==> src/rtl/vlog_acc_pipe.sv <==
// Multi-channel registered adder/accumulator with one-cycle latency and valid/ready
// handshakes; overflow either wraps or saturates to all-ones per the SATURATE parameter.
module vlog_acc_pipe #(
    parameter int WIDTH    = 8,
    parameter int CHANNELS = 2,
    parameter int SATURATE = 0,
    localparam int CW      = (CHANNELS > 1) ? $clog2(CHANNELS) : 1
) (
    input  logic             clk,
    input  logic             rst,
    input  logic             in_valid,
    output logic             in_ready,
    input  logic [1:0]       in_op,
    input  logic [CW-1:0]    in_chan,
    input  logic [WIDTH-1:0] in_a,
    input  logic [WIDTH-1:0] in_b,
    output logic             out_valid,
    input  logic             out_ready,
    output logic [CW-1:0]    out_chan,
    output logic [WIDTH-1:0] out_sum,
    output logic             out_ovf
);

    typedef enum logic [1:0] {
        OP_ADD  = 2'd0,
        OP_ACC  = 2'd1,
        OP_CLR  = 2'd2,
        OP_LOAD = 2'd3
    } op_e;

    localparam logic [CW:0] CHAN_LIM = CHANNELS[CW:0];

    // Carry bits above WIDTH flag overflow; the result is either the wrapped low
    // bits or all-ones when saturating.
    function automatic logic [WIDTH-1:0] wrap_or_sat(input logic [WIDTH+1:0] s);
        if ((|s[WIDTH+1:WIDTH]) && (SATURATE != 0)) begin
            return {WIDTH{1'b1}};
        end
        return s[WIDTH-1:0];
    endfunction

    logic [WIDTH-1:0] acc [CHANNELS];

    logic             vld_p1;
    logic [CW-1:0]    chan_p1;
    logic [WIDTH-1:0] sum_p1;
    logic             ovf_p1;

    logic             accept_p0;
    logic             chan_ok_p0;
    logic [WIDTH-1:0] acc_rd_p0;
    logic [WIDTH-1:0] addend_p0;
    logic [WIDTH+1:0] full_p0;
    logic [WIDTH-1:0] res_p0;
    logic             ovf_p0;
    logic             wr_en_p0;
    logic [WIDTH-1:0] wr_val_p0;
    op_e              op_p0;

    // Stage p0: request decode and arithmetic
    assign in_ready   = rst || !vld_p1 || out_ready;
    assign accept_p0  = in_valid && in_ready;
    assign chan_ok_p0 = ({1'b0, in_chan} < CHAN_LIM);
    assign op_p0      = op_e'(in_op);

    always_comb begin
        acc_rd_p0 = '0;
        for (int i = 0; i < CHANNELS; i++) begin
            if (in_chan == CW'(i)) begin
                acc_rd_p0 = acc[i];
            end
        end
    end

    assign addend_p0 = (op_p0 == OP_ACC) ? acc_rd_p0 : '0;
    assign full_p0   = {2'b00, in_a} + {2'b00, in_b} + {2'b00, addend_p0};

    always_comb begin
        res_p0    = '0;
        ovf_p0    = 1'b0;
        wr_en_p0  = 1'b0;
        wr_val_p0 = '0;
        if (!chan_ok_p0) begin
            ovf_p0 = 1'b1;
        end else begin
            unique case (op_p0)
                OP_ADD: begin
                    res_p0 = wrap_or_sat(full_p0);
                    ovf_p0 = |full_p0[WIDTH+1:WIDTH];
                end
                OP_ACC: begin
                    res_p0    = wrap_or_sat(full_p0);
                    ovf_p0    = |full_p0[WIDTH+1:WIDTH];
                    wr_en_p0  = 1'b1;
                    wr_val_p0 = wrap_or_sat(full_p0);
                end
                OP_CLR: begin
                    wr_en_p0 = 1'b1;
                end
                OP_LOAD: begin
                    res_p0    = in_a;
                    wr_en_p0  = 1'b1;
                    wr_val_p0 = in_a;
                end
                default: ;
            endcase
        end
    end

    // Stage p1: output register and accumulator update
    always_ff @(posedge clk) begin
        if (rst) begin
            vld_p1  <= 1'b0;
            chan_p1 <= '0;
            sum_p1  <= '0;
            ovf_p1  <= 1'b0;
        end else if (accept_p0) begin
            vld_p1  <= 1'b1;
            chan_p1 <= in_chan;
            sum_p1  <= res_p0;
            ovf_p1  <= ovf_p0;
        end else if (out_ready) begin
            vld_p1  <= 1'b0;
        end
    end

    // Invalid channels never match an index, so they leave every accumulator alone.
    always_ff @(posedge clk) begin
        for (int i = 0; i < CHANNELS; i++) begin
            if (rst) begin
                acc[i] <= '0;
            end else if (accept_p0 && wr_en_p0 && (in_chan == CW'(i))) begin
                acc[i] <= wr_val_p0;
            end
        end
    end

    assign out_valid = vld_p1;
    assign out_chan  = chan_p1;
    assign out_sum   = sum_p1;
    assign out_ovf   = ovf_p1;

endmodule
==> config.mk <==
export PLATFORM = sky130hd
export DESIGN_NAME = vlog_acc_pipe
export DESIGN_NICKNAME = d
export VERILOG_FILES = /design/src/rtl/vlog_acc_pipe.sv
export SDC_FILE = /design/constraint.sdc
export NUM_CORES = 1
export LEC_CHECK = 0
export CORE_UTILIZATION = 45
export DETAILED_ROUTE_END_ITERATION = 8
export PLACE_DENSITY = 0.77
export SYNTH_ARGS = -nofsm -noshare
export SYNTH_HDL_FRONTEND = slang
export SYNTH_SLANG_ARGS = --single-unit
==> constraint.sdc <==
create_clock -name clk -period 3.67 [get_ports clk]
set_input_delay 0.367 -clock clk [delete_from_list [all_inputs] [get_ports clk]]
set_output_delay 0.367 -clock clk [all_outputs]
set_load 0.02 [all_outputs]
==> metrics, run 1 <==
status completed; Mapped Area 0.00179 sq mm; HP Class flop to flop; top-area cell type share of the netlist area 0.269; # clock sinks 27; ANT nets after route 0; CP startpoint in_chan; # Max-Cap Violations 0; r2r endpoint acc[0][7]; Required @ worst endpoint ~3.7 ns; Ys Warns 0; core area 0.00374 sq mm; async set-reset flop share out of synthesis 0; Fin. Hold Viols 0; Fin Setup TNS 0 ns; final setup fails 0; commonest cells after routing, fill and taps aside clkdlybuf4s50_1, nor2_1, edfxtp_1; DR iter-0 viols ~120; vias in the first global route 1298; total number of vias about 1400; reg2reg setup slack 0.74 ns; Int Power 0.000547 W; Post-route DRC 0; commonest non-fill, non-tap cell in the layout clkdlybuf4s50_1; clock power share 0.208; number of diodes 0; Port Buf Inserts 34; Net Sw Frac 0.305; post-cts sizing count 0; slew margin rel. 0.703; syn_area_per_cell 10.3 sq um; Clock Latency Late Sink 0.27 ns; CTS tree yes; WP buf/inv 1; Switching Power 0.000240 W; number of flops mapped to enable cells by yosys 16; r2r worst-path depth 9; Seq/Total Area, Yosys 0.392; nets 256; Setup Skew 0.00163 ns; Worst Hold Margin 0.458 ns; sequential power share 0.446; Period minus WS final 3.33 ns; Lkg Pwr 0.886 nW; total wire length about 3.9 mm; die area 0.00423 sq mm; first drt pass iteration count 4; post-DP HPWL 3.06 mm; Via-to-Cell Ratio roughly 5.5; wire per inst roughly 15 um; Die Y 65.1 um; power share of the combinational group 0.346; postcts setup bufs 0; pwr/cell area ~350 mW/mm^2; grt ovf 0; Arrival @ worst endpoint approximately 3.4 ns; crit start category input port; Post-Syn Instances 174; Initial Utilization 0.478; Reg clk slew, reported paths 0.08 ns; crit path cell chain clkdlybuf4s50_1 -> mux2i_1 -> nor2_1 -> fa_1 -> ha_1 -> fa_1 -> a211oi_1 -> nor4_1 -> nor3_1 -> nor2_1; area leader, netlist edfxtp_1; RePlAce Congestion 0.808; Syn-to-layout area delta 27.2%; crit-path max FO 4; TritonCTS buffer count 3; CTS Hold Bufs 0; WP depth 10; Max IR drop VDD 0.265 mV; Die Width around 65 um; CP delay by family, top adder cells; CTS root buf clkbuf_8; htree depth 1; largest net degree at the start of global routing 20; #FFs+latches synth 27; Final Max Slew Viols 0; Critical Path End Type flop; CP Class input port to flop; RR Startpoint acc[1][1]; RSZ-0062 raised after global routing false; Ports 35; FMAX approximately 300 MHz; Setup crit end acc[0][7]; Worst Tran Pin Value between 0.4 and 0.5 ns; Rows 22; layout cells sized above 1 0.125; global-route wire length before repair ~6.2 mm; Synth Flop Type edfxtp_1; critical path's slowest cell clkdlybuf4s50_1; initial antenna violation count 0; Total GRT Usage 0.190; Clock Tree Buf Depth 2; part of the cycle the worst path needs 0.907; syn nets 213; top post-synthesis cells by area edfxtp_1, dfxtp_1, fa_1, nor2_1, a211oi_2; slowest stage delay, CP 0.61 ns; synth unique cells 40
[flip-flops by register name, indices dropped and copies added, names as in the netlist]
name       count
acc           16
out_sum        8
out_ovf        1
out_valid      1
out_chan       1
[how the worst min path moves through the flow]
stage	to	from	cells after the start	slack, ns
after CTS	out_sum[3]	out_sum[3]	2	0.46
after global routing	out_sum[3]	out_sum[3]	2	0.50
after global placement	out_sum[3]	out_sum[3]	2	0.45
after detailed placement	out_sum[3]	out_sum[3]	2	0.45
after floorplan	out_valid	in_valid	2	0.52
final	out_sum[3]	out_sum[3]	2	0.46
[per-stage QoR]
step	power (W)	setup WS, ns	util	instance area, sq um	cells
CTS	0.000790	0.324	0.608	2280	264
floorplan	0.000527	0.518	-	1790	174
global route	0.000827	0.153	0.608	2280	264
finish	0.000787	0.340	0.608	2280	264
global placement	0.000625	0.148	0.596	2230	260
detailed placement	0.000629	0.0194	0.596	2230	260
[cells by family after synthesis]
logic type,count (synthesis),share of synthesized area
DFF,27,0.392
adders and majority gates,16,0.150
xor gates and xnor gates,1,0.00490
and+or+nand+nor,65,0.187
AOI/OAI and AO/OA,38,0.170
buffers and inverters,19,0.0503
muxes,8,0.0462
[layout make-up]
class,instances,area (sq um)
tap,48,60.1
clock buffer,4,45.0
inverter,11,41.3
sequential,27,701
multi-input combinational,128,998
fill,333,1470
timing repair buffer,46,430
[worst reg2reg max path: cells and delay by family, from the launching register on]
| family | cells | cell delay, ns |
|---|---|---|
| compound gates | 1 | 0.41 |
| fa+ha+maj | 3 | 1.12 |
| flops | 1 | 0.38 |
| mux | 1 | 0.14 |
| simple gates | 4 | 0.62 |
[power groups by stage]
stage,Combinational [W],Clock [W],Sequential (W)
finish,0.000272,0.000164,0.000351
global route,0.000298,0.000175,0.000354
CTS,0.000272,0.000167,0.000351
detailed placement,0.000271,0,0.000358
global placement,0.000268,0,0.000357
floorplan,0.000157,0,0.000369
[synthesized netlist by cell type (all sizes together) (2+ instances only)]
| cell type | number |
|---|---|
| nand3 | 4 |
| fa | 9 |
| ha | 7 |
| nand2b | 2 |
| o31ai | 2 |
| and2 | 4 |
| edfxtp | 16 |
| a22oi | 3 |
| buf | 8 |
| a211oi | 11 |
| inv | 10 |
| mux2 | 2 |
| nor2 | 32 |
| o21ai | 8 |
| nor4 | 3 |
| dfxtp | 11 |
| o211ai | 2 |
| nand2 | 5 |
| nor3 | 3 |
| nor3b | 2 |
| a21oi | 6 |
| o2111a | 2 |
| mux2i | 6 |
| nor4b | 4 |
| a221o | 2 |
[layer usage]
layer | track usage | routed length, um | part of all wire | up-vias
met5 | 0 | 0 | 0 | -
met4 | 0.0489 | 38 | 0.0098 | 0
met3 | 0.0176 | 140 | 0.036 | 5
met2 | 0.283 | 1760 | 0.45 | 25
met1 | 0.293 | 1930 | 0.50 | 689
li1 | - | - | - | 720
Note: power is estimated with default switching activity, not from simulation.
==> inputs of run 2 (changes only) <==
CAP_MARGIN = 15   (was default)
==> results of run 2 <==
Same layout as run 1: the final DEF is identical, and so are final timing and power.
